**src/rtl/mem_port_arbiter.sv**
```systemverilog
// Shares one SRAM-like bus port between instruction fetch and data access.
// One outstanding transaction; results are held until the pipeline advances.
module mem_port_arbiter #(
   parameter bit          DATA_FIRST       = 1'b1,
   parameter int unsigned RESET_STATE_IDLE = 1
) (
   input  logic        clk,
   input  logic        rst,
   // Instruction fetch side
   input  logic        inst_req,
   input  logic [31:0] inst_addr,
   output logic [31:0] inst_rdata,
   output logic        inst_stall,
   // Data access side
   input  logic        data_req,
   input  logic        data_wr,
   input  logic [3:0]  data_wstrb,
   input  logic [31:0] data_addr,
   input  logic [31:0] data_wdata,
   output logic [31:0] data_rdata,
   output logic        data_stall,
   // Pipeline control
   input  logic        pipe_stall,
   input  logic        flush,
   // Shared bus
   output logic        bus_req,
   output logic        bus_wr,
   output logic [3:0]  bus_wstrb,
   output logic [31:0] bus_addr,
   output logic [31:0] bus_wdata,
   input  logic        bus_addr_ok,
   input  logic        bus_data_ok,
   input  logic [31:0] bus_rdata
);

   typedef enum logic [2:0] {StIdle, StDAddr, StDData, StIAddr, StIData} state_t;

   if (RESET_STATE_IDLE != 1) begin : gen_reset_state_check
      $error("mem_port_arbiter always resets to IDLE; RESET_STATE_IDLE must be 1");
   end

   state_t      stateQ;
   logic        instDoneQ;
   logic        dataDoneQ;
   logic        discardQ;
   logic [31:0] instRdataQ;
   logic [31:0] dataRdataQ;
   logic        busReqQ;
   logic        busWrQ;
   logic [3:0]  busWstrbQ;
   logic [31:0] busAddrQ;
   logic [31:0] busWdataQ;

   logic        advance;
   logic        pickData;

   assign inst_stall = inst_req & ~instDoneQ;
   assign data_stall = data_req & ~dataDoneQ;

   // Pipeline moves forward only when nobody (including us) is stalling it.
   assign advance  = ~pipe_stall & ~inst_stall & ~data_stall;
   assign pickData = data_stall & (~inst_stall | DATA_FIRST);

   always_ff @(posedge clk or posedge rst) begin
      if (rst) begin
         stateQ     <= StIdle;
         instDoneQ  <= 1'b0;
         dataDoneQ  <= 1'b0;
         discardQ   <= 1'b0;
         instRdataQ <= 32'h0;
         dataRdataQ <= 32'h0;
         busReqQ    <= 1'b0;
         busWrQ     <= 1'b0;
         busWstrbQ  <= 4'h0;
         busAddrQ   <= 32'h0;
         busWdataQ  <= 32'h0;
      end else begin
         if (advance) begin
            instDoneQ <= 1'b0;
            dataDoneQ <= 1'b0;
         end
         if (flush) begin
            instDoneQ <= 1'b0;
         end

         case (stateQ)
            StIdle: begin
               if (pickData) begin
                  busReqQ   <= 1'b1;
                  busWrQ    <= data_wr;
                  busWstrbQ <= data_wr ? data_wstrb : 4'h0;
                  busAddrQ  <= data_addr;
                  busWdataQ <= data_wdata;
                  stateQ    <= StDAddr;
               end else if (inst_stall) begin
                  busReqQ   <= 1'b1;
                  busWrQ    <= 1'b0;
                  busWstrbQ <= 4'h0;
                  busAddrQ  <= inst_addr;
                  busWdataQ <= 32'h0;
                  // A fetch launched on the flush edge carries a stale PC.
                  discardQ  <= flush;
                  stateQ    <= StIAddr;
               end
            end

            StDAddr: begin
               if (bus_addr_ok) begin
                  busReqQ <= 1'b0;
                  stateQ  <= StDData;
               end
            end

            StDData: begin
               if (bus_data_ok) begin
                  if (!busWrQ) begin
                     dataRdataQ <= bus_rdata;
                  end
                  dataDoneQ <= 1'b1;
                  stateQ    <= StIdle;
               end
            end

            StIAddr: begin
               if (flush) begin
                  discardQ <= 1'b1;
               end
               if (bus_addr_ok) begin
                  busReqQ <= 1'b0;
                  stateQ  <= StIData;
               end
            end

            StIData: begin
               if (bus_data_ok) begin
                  // Flush arriving with the data kills the result just like an earlier flush.
                  if (!discardQ && !flush) begin
                     instRdataQ <= bus_rdata;
                     instDoneQ  <= 1'b1;
                  end
                  discardQ <= 1'b0;
                  stateQ   <= StIdle;
               end else if (flush) begin
                  discardQ <= 1'b1;
               end
            end

            default: begin
               busReqQ <= 1'b0;
               stateQ  <= StIdle;
            end
         endcase
      end
   end

   assign inst_rdata = instRdataQ;
   assign data_rdata = dataRdataQ;
   assign bus_req    = busReqQ;
   assign bus_wr     = busWrQ;
   assign bus_wstrb  = busWstrbQ;
   assign bus_addr   = busAddrQ;
   assign bus_wdata  = busWdataQ;

endmodule

```
**config.mk**
```make
export PLATFORM = sky130hd
export DESIGN_NAME = mem_port_arbiter
export DESIGN_NICKNAME = d
export VERILOG_FILES = /design/src/rtl/mem_port_arbiter.sv
export SDC_FILE = /design/constraint.sdc
export NUM_CORES = 1
export LEC_CHECK = 0
export BUFFER_PORTS_ARGS = -buffer_cell sky130_fd_sc_hd__buf_2
export CORE_UTILIZATION = 42
export CTS_CLUSTER_DIAMETER = 120
export DETAILED_ROUTE_END_ITERATION = 7
export GPL_ROUTABILITY_DRIVEN = 0
export PLACE_DENSITY_LB_ADDON = 0.3
export SETUP_SLACK_MARGIN = 0.3
export SKIP_LAST_GASP = 1
export SLEW_MARGIN = 20
export SYNTH_ARGS = -nofsm -noshare
export SYNTH_HDL_FRONTEND = slang
export SYNTH_SLANG_ARGS = --single-unit
```
**constraint.sdc**
```tcl
create_clock -name clk -period 3.95 [get_ports clk]
set_clock_uncertainty 0.2 [all_clocks]
set_input_delay 0.1975 -clock clk [delete_from_list [all_inputs] [get_ports clk]]
set_output_delay 0.1975 -clock clk [all_outputs]
set_load 0.05 [all_outputs]
```
# After elaboration in Yosys (flattened, before gate mapping)
# Index checks and enable logic that the tools add are counted.
[totals] latchBits=0 elab_cells=79 n_memories=0 out_inout_bits=136 inputBits=141 romBits=0 ram_bits=0 ff_bits=140
[op_classes] shift=0 bitwise_logic=11 multipliers=0 div=0 n_mux=32 addsub=0 n_reduce_logical=14 n_eq_ne=11 n_lt_le_gt_ge=0
[op_table] operator="32-bit 2-to-1 mux" count=4
[op_table] operator="1-bit 2-to-1 mux" count=17
[op_table] operator="3-bit 2-to-1 mux" count=5
[op_table] operator="4-bit 2-to-1 mux" count=3
[op_table] operator="3-bit one-hot mux with 4 select lines" count=1
[op_table] operator="3-bit AND reduction" count=4
[op_table] operator="2-bit != test, second input constant" count=4
[op_table] operator="1-bit inverter" count=7
[op_table] operator="3-bit by 2-bit == test with 1-bit output, second input constant" count=2
[op_table] operator="1-bit one-hot mux with 3 select lines" count=2
[op_table] operator="1-bit AND" count=4
[op_table] operator="2-bit by 1-bit != test with 1-bit output, second input constant" count=2
[op_table] operator="4-bit AND reduction" count=1
[op_table] operator="2-bit OR reduction" count=2
[op_table] operator="3-bit by 1-bit == test with 1-bit output, second input constant" count=1
[op_table] operator="3-bit == test, second input constant" count=1
[op_table] operator="3-bit zero test" count=1
[op_table] operator="3-bit != test, second input constant" count=1
[op_table] operator="3-bit nonzero test" count=1
[op_table] operator="1-bit zero test" count=2
[op_table] operator="2-bit AND reduction" count=1
[op_table] operator="2-bit nonzero test" count=1
[op_table] operator="1-bit logical AND" count=1

# Longest topological paths before layout
# Gate-level depths: netlist (run 1).
[depth] word_depth=10 depth_mapped=8 depth_no_buf=5

# Least setup slack after synthesis (run 1)
# Ideal clock, no wire load.
[synth_path] kind="register to register" from="reg dataDoneQ" to="reg busWdataQ[10] (netlist: bus_wdata[10])" required_ps=3629 t_arrival_ps=1462 setup_time_ps=121 path_stages_with_launch=8 path_buffers=3 period_less_slack_ps=1784 slack_ps=2166 cell_sequence="dfrtp_1 -> nand2b_1 -> buf_4 -> inv_2 -> o21ai_2 -> buf_4 -> buf_6 -> a22o_1"
[synth_between] elab_chain_cells=4 elab_cells_between_ends=5 cone_classes="mux: 1; bitwise: 2; reduce/logical: 2"
[synth_rtl] item="start: declaration" line_no="44" source="logic dataDoneQ;"
[synth_rtl] item="start signal: assignment" line_no="68" source="dataDoneQ <= 1'b0;"
[synth_rtl] item="start signal: assignment" line_no="80" source="dataDoneQ <= 1'b0;"
[synth_rtl] item="start signal: assignment" line_no="119" source="dataDoneQ <= 1'b1;"
[synth_rtl] item="1-bit inverter (*)" line_no="58" source="assign data_stall = data_req & ~dataDoneQ;"
[synth_rtl] item="1-bit AND (*)" line_no="58"
[synth_rtl] item="via data_stall" line_no="21" source="output logic data_stall,"
[synth_rtl] item="2-bit nonzero test (no line)"
[synth_rtl] item="2-bit AND reduction (no line)"
[synth_rtl] item="end signal: assignment" line_no="93" source="busWdataQ <= data_wdata;"
[synth_rtl] item="end: declaration" line_no="52" source="logic [31:0] busWdataQ;"
# The timed path passes the listed nets; every way through them passes the cells marked *.
# A chain may end at the register's enable or synchronous reset.

# Worst setup path in the final report (run 1)
[layout_path] from="in data_req" to="reg busWstrbQ[1] (netlist: bus_wstrb[1])"
[layout_between] elab_chain_cells=3 elab_cells_between_ends=4 cone_classes="mux: 1; bitwise: 1; reduce/logical: 2"
[layout_rtl] item="start: declaration" line_no="15" source="input logic data_req,"
[layout_rtl] item="1-bit AND (*)" line_no="58"
[layout_rtl] item="2-bit nonzero test (no line)"
[layout_rtl] item="2-bit AND reduction (no line)"
[layout_rtl] item="end signal: assignment" line_no="91" source="busWstrbQ <= data_wr ? data_wstrb : 4'h0;"
[layout_rtl] item="end: declaration" line_no="50" source="logic [3:0] busWstrbQ;"
# Mark *: on every way between the ends. The rest lies on a longest branch, timed or not.

==> results.py, run 1 <==
metrics = {
    "timing": {
        "min_period_ns": 2.72,
        "worst_slew_pin_slew_ns": 0.981,
        "setup_viol": 0,
        "finalCritPeriodShare_pct": 68.9,
        "rsz0062_at_grt": "no",
        "hold_viol": 0,
        "slew_headroom_pct": 34.6,
        "slew_violations": 0,
        "fmax_mhz": 367,
        "tns_ns": 0,
    },
    "clock_tree": {
        "clockRootBuffer": "clkbuf_16",
        "cts_max_level": 4,
        "cts_resized": 0,
        "clockBufferDepth": 2,
        "cts_buffers": 17,
        "tritoncts": "done",
        "clock_latency_ns": 0.40,
        "cts.sinks": 140,
        "clk_pin_slew_ns": 0.06,
    },
    "synthesis": {
        "syn-cell-area_sq_mm": 0.00589,
        "ys_ff_latch": 140,
        "ys_seq_area_share_pct": 59.5,
        "yosys_warnings": 0,
        "synthFlopType": "dfrtp_1",
        "ys_types": 32,
        "avgSynthCellArea_sq_um": 14.5,
        "synthesis.instances": 406,
        "synthArstFlopShare_pct": 100,
        "syn-num-nets": 547,
        "synth_enable_flop_cells": 0,
    },
    "global_routing": {
        "grt_overflow": 0,
        "grt_pass1_vias": 5481,
        "antenna_found_initial": 3,
        "grt_pass1_wl_microns": 27600,
        "grt_max_degree": 80,
        "gr-usage-all-layers_pct": 24.7,
    },
    "power_and_ir_drop": {
        "p_leak_nw": 5.02,
        "peakVddDrop_mv": 0.523,
        "power.density_mw_per_mm2": 911,
    },
    "cells_and_area": {
        "fin_nets": 963,
        "n_fill_cell": 944,
        "fin_area_sq_mm": 0.00938,
        "syn_to_final_growth_pct": 59.2,
        "drive_gt1_share_pct": 46.0,
    },
    "critical_path": {
        "critPathArrivalTime_ns": 2.86,
        "cp.required_ns": 4.09,
        "setup.worst_path.start_class": "input pin",
        "crit_type": "input pin to register",
        "path_max_fanout": 72,
        "end_kind": "register",
    },
    "drt": {
        "viasPerCell": 4.95,
        "drc": 0,
        "final_antenna_net_count": 0,
        "wl_per_cell_microns": 17.2,
        "drt_first_pass_iters": 6,
        "vias": 5019,
        "drtIter0Drc": 256,
        "routed_wl_microns": 17500,
    },
    "die": {
        "die_x_microns": 120,
        "boundaryPins": 277,
        "coreArea_sq_mm": 0.0135,
        "die_area_sq_mm": 0.0145,
        "num_rows": 42,
        "initial_core_util_pct": 43.8,
        "die-height_microns": 120,
    },
    "hold_path": {
        "hold_class": "input pin to register",
    },
    "placed_design": {
        "placed_cell_area_sq_mm": 0.00730,
        "port_buffers": 276,
        "dp_hpwl_microns": 10600,
    },
    "status": {
        "status": "completed",
    },
    "job": {
        "maxCapViolCount": 0,
    },
}
-- final timing paths --
kind                                  start            end  slack [ns]  cells past startpoint
worst max-delay path               data_req   bus_wstrb[1]        1.23                      8
worst min-delay path               inst_req      dataDoneQ         0.1                      5
worst max register to register    instDoneQ   bus_wstrb[1]        1.26                      6
worst min register to register  bus_addr[4]    bus_addr[4]        0.28                      2
max in group asynchronous               rst    bus_addr[3]        2.43                      4
min in group asynchronous               rst  bus_wdata[31]        0.38                      4
-- logic make-up after synthesis --
group	count (synthesis)	synth area share (%)
mux	96	21.4
simple gates	55	4.74
xor+xnor	1	0.149
buf+inv	31	4.59
flops	140	59.5
compound gates	83	9.62
-- cell usage in the layout (no fill, tap or decap), drive strengths merged, types with 2 or more instances in the layout --
cell type and instances:
buf 281, dlygate4sd3 143, dfrtp 140, mux2 64
o21ai 40, nand2 37, a22o 33, mux2i 32
clkbuf 21, nor2 7, bufinv 5, a32o 4
a21oi 4, nor3 4, clkinv 4, inv 4
diode 3, nand2b 3, clkinvlp 2
-- critical path, stage by stage --
cell	delay [ns]
dlygate4sd3_1	0.55
buf_2	0.13
nand2b_2	0.07
inv_2	0.07
o21ai_4	0.71
buf_12	0.36
a32o_1	0.18
dlygate4sd3_1	0.57
-- state kept, by name (all words and copies together), names as in the netlist --
register	count
instDoneQ	1
dataDoneQ	1
stateQ	3
bus_addr	32
bus_wr	1
inst_rdata	32
bus_wdata	32
discardQ	1
bus_wstrb	4
data_rdata	32
bus_req	1
-- synthesized netlist by cell type, types with 2 or more instances --
master	count	area, sq um
dfrtp_1	140	3500
mux2_4	59	886
nand2_1	37	139
a22o_1	33	289
mux2i_1	32	320
o21ai_1	32	160
buf_6	14	158
o21ai_0	7	35.0
buf_2	6	30.0
mux2_2	5	56.3
a21oi_1	4	20.0
a32o_1	4	40.0
nor2_1	4	15.0
buf_8	3	45.0
inv_1	3	11.3
nand2b_1	3	18.8
nor3_1	3	15.0
buf_4	2	15.0
clkbuf_1	2	7.51
-- per-stage QoR --
stage | worst slack, ns | utilization, % | power (mW) | std cells | hold WS, ns
2_1_floorplan | 1.80 | - | 5.71 | 406 | 0.105
3_3_place_gp | 1.76 | 54.3 | 6.48 | 836 | 0.220
3_5_place_dp | 1.66 | 54.3 | 6.57 | 836 | 0.225
4_1_cts | 1.31 | 69.7 | 8.54 | 1011 | 0.0753
5_1_grt | 1.11 | 69.7 | 8.92 | 1014 | 0.143
6_report | 1.23 | 69.7 | 8.55 | 1014 | 0.0965
-- metal layers --
metal	vias up	global-route usage, %	part of all wire (%)
li1	2286	-	-
met1	2476	27.9	40
met2	229	43.8	52
met3	28	6.37	6.4
met4	0	11.0	2.2
met5	-	0	0
-- power by group --
group	internal, mW	total [mW]	switching [mW]
Sequential	2.04	2.43	0.387
Combinational	1.36	4.39	3.03
Clock	1.14	1.73	0.594
Total	4.54	8.55	4.01
-- final cells by class --
cell class                 count  area (sq um)  share of cell area [%]
sequential                   140          3500                    37.3
timing repair buffer         424          2860                    30.5
multi-input combinational    235          2130                    22.7
clock buffer                  21           450                    4.80
tap                          176           220                    2.35
clock inverter                11           190                    2.03
inverter                       4          18.8                   0.200
antenna                        3          7.51                  0.0800
-- what timing repair did --
action,in CTS,in global routing
setup endpoints to repair,0,0
endpoints found under the hold margin,280,0
setup buffers,0,0
hold buffers,143,0
No activity file was read; power rests on OpenSTA's default activity.
==> run 2: changes to the inputs <==
clock period = 2.3 ns   (was 3.95 ns; I/O delays follow)
==> results.py, run 2 (synthesized netlist as in run 1, its figures left out) <==
metrics = {
    "status": {
        "status": "completed",
    },
    "hold_path": {
        "hold_class": "input pin to asynchronous set/reset pin",
    },
    "timing": {
        "worst_slew_pin_slew_ns": 0.783,
        "rsz0062_at_grt": "no",
        "finalCritPeriodShare_pct": 82.6,
        "min_period_ns": 1.90,
        "tns_ns": 0,
        "hold_viol": 0,
        "setup_viol": 0,
        "slew_headroom_pct": 47.8,
        "slew_violations": 0,
        "hold-worst-slack_ns": 0.240,
        "fmax_mhz": 526,
    },
    "drt": {
        "drc": 0,
        "final_antenna_net_count": 0,
        "drt_first_pass_iters": 4,
        "wl_per_cell_microns": 17.4,
        "vias": 5035,
        "drtIter0Drc": 222,
        "routed_wl_microns": 17800,
        "viasPerCell": 4.93,
    },
    "clock_tree": {
        "clockRootBuffer": "clkbuf_16",
        "cts.sinks": 140,
        "cts_max_level": 4,
        "clk_pin_slew_ns": 0.06,
        "cts_buffers": 17,
        "clock_latency_ns": 0.41,
        "clockBufferDepth": 2,
        "tritoncts": "done",
    },
    "die": {
        "num_rows": 42,
        "boundaryPins": 277,
        "die-height_microns": 120,
        "die_x_microns": 120,
        "initial_core_util_pct": 43.8,
        "die_area_sq_mm": 0.0145,
        "coreArea_sq_mm": 0.0135,
    },
    "placed_design": {
        "port_buffers": 276,
        "dp_hpwl_microns": 10600,
    },
    "global_routing": {
        "grt_max_degree": 141,
        "grt_pass1_wl_microns": 28100,
        "grt_pass1_vias": 5403,
        "antenna_found_initial": 1,
        "gr-usage-all-layers_pct": 25.4,
        "grt_overflow": 0,
    },
    "critical_path": {
        "r2r_setup_slack_ns": 0.40,
        "crit_type": "register to register",
        "end_kind": "register",
        "critPathArrivalTime_ns": 1.99,
        "path_max_fanout": 14,
        "r2r-start": "stateQ[2]",
        "reg2reg_depth": 5,
        "crit_start": "stateQ[2]",
        "r2r-end": "data_rdata[16]",
        "cp.required_ns": 2.39,
        "setup.worst_path.start_class": "register",
    },
    "cells_and_area": {
        "syn_to_final_growth_pct": 60.1,
        "seq_area_sq_mm": 0.00350,
        "mostFrequentLayoutCells": "buf_2, dlygate4sd3_1, dfrtp_1",
        "fin_nets": 974,
        "final_common_cell": "buf_2",
        "multiInputGateArea_sq_mm": 0.00213,
        "fin_util_pct": 70.1,
        "n_fill_cell": 937,
        "drive_gt1_share_pct": 47.1,
    },
    "power_and_ir_drop": {
        "power.density_mw_per_mm2": 1510,
        "p_leak_nw": 5.05,
        "power_mw": 14.2,
        "peakVddDrop_mv": 0.900,
    },
    "job": {
        "maxCapViolCount": 0,
    },
}
-- run 2: cell count changes in the layout (fill, tap and decap cells not counted), sizes merged --
cell,delta
bufinv,-3
clkinvlp,+1
clkinv,+3
diode,-2
clkbuf,-2
dlygate4sd3,-2
buf,+13
-- run 2: stage by stage --
step | std cells | setup WS (ns) | instance area, sq um
after global routing | 1022 | 0.311 | 9430
after CTS | 1012 | 0.335 | 9360
after floorplan | 406 | 0.236 | 5890
after detailed placement | 840 | 0.354 | 7380
final | 1022 | 0.399 | 9430
after global placement | 840 | 0.391 | 7380
-- run 2: worst max path at each step --
stage	cells past startpoint	endpoint
global placement	4	inst_rdata[7]
global route	5	data_rdata[18]
detailed placement	4	inst_rdata[8]
finish	5	data_rdata[16]
floorplan	1	bus_addr[0]
CTS	5	data_rdata[22]
-- run 2: power breakdown --
group | internal, mW | switching (mW) | leakage (nW)
Clock | 1.61 | 1.02 | 0.279
Combinational | 2.27 | 5.17 | 2.99
Sequential | 3.51 | 0.663 | 1.78
-- run 2: worst max-delay path: stages (launching register included) --
cell,delay [ns]
dfrtp_1,0.50
nor2_2,0.17
nand3_2,0.16
nor2_8,0.24
buf_12,0.20
mux2_4,0.31
-- run 2: metal layers --
metal,routed length (microns),vias up,GRT usage (%)
met1,7080,2455,30.6
met2,8910,237,42.4
met5,0,-,0
met3,1270,41,6.98
met4,490,0,11.1
li1,-,2302,-
-- run 2: cell type report --
class                      instances  share of cell area, %
clock buffer                      19                   4.70
sequential                       140                   37.1
antenna                            1                 0.0265
timing repair buffer             435                   31.7
multi-input combinational        235                   22.6
clock inverter                    12                   1.30
tap                              176                   2.33
inverter                           4                  0.199
-- run 2: timing repair --
| action | in CTS | in global routing |
|---|---|---|
| hold endpoints to repair | 280 | 0 |
| gates resized for setup | 0 | 1 |
| endpoints found under the setup margin | 0 | 52 |
| hold buffers | 141 | 0 |
| buffers inserted | 0 | 9 |
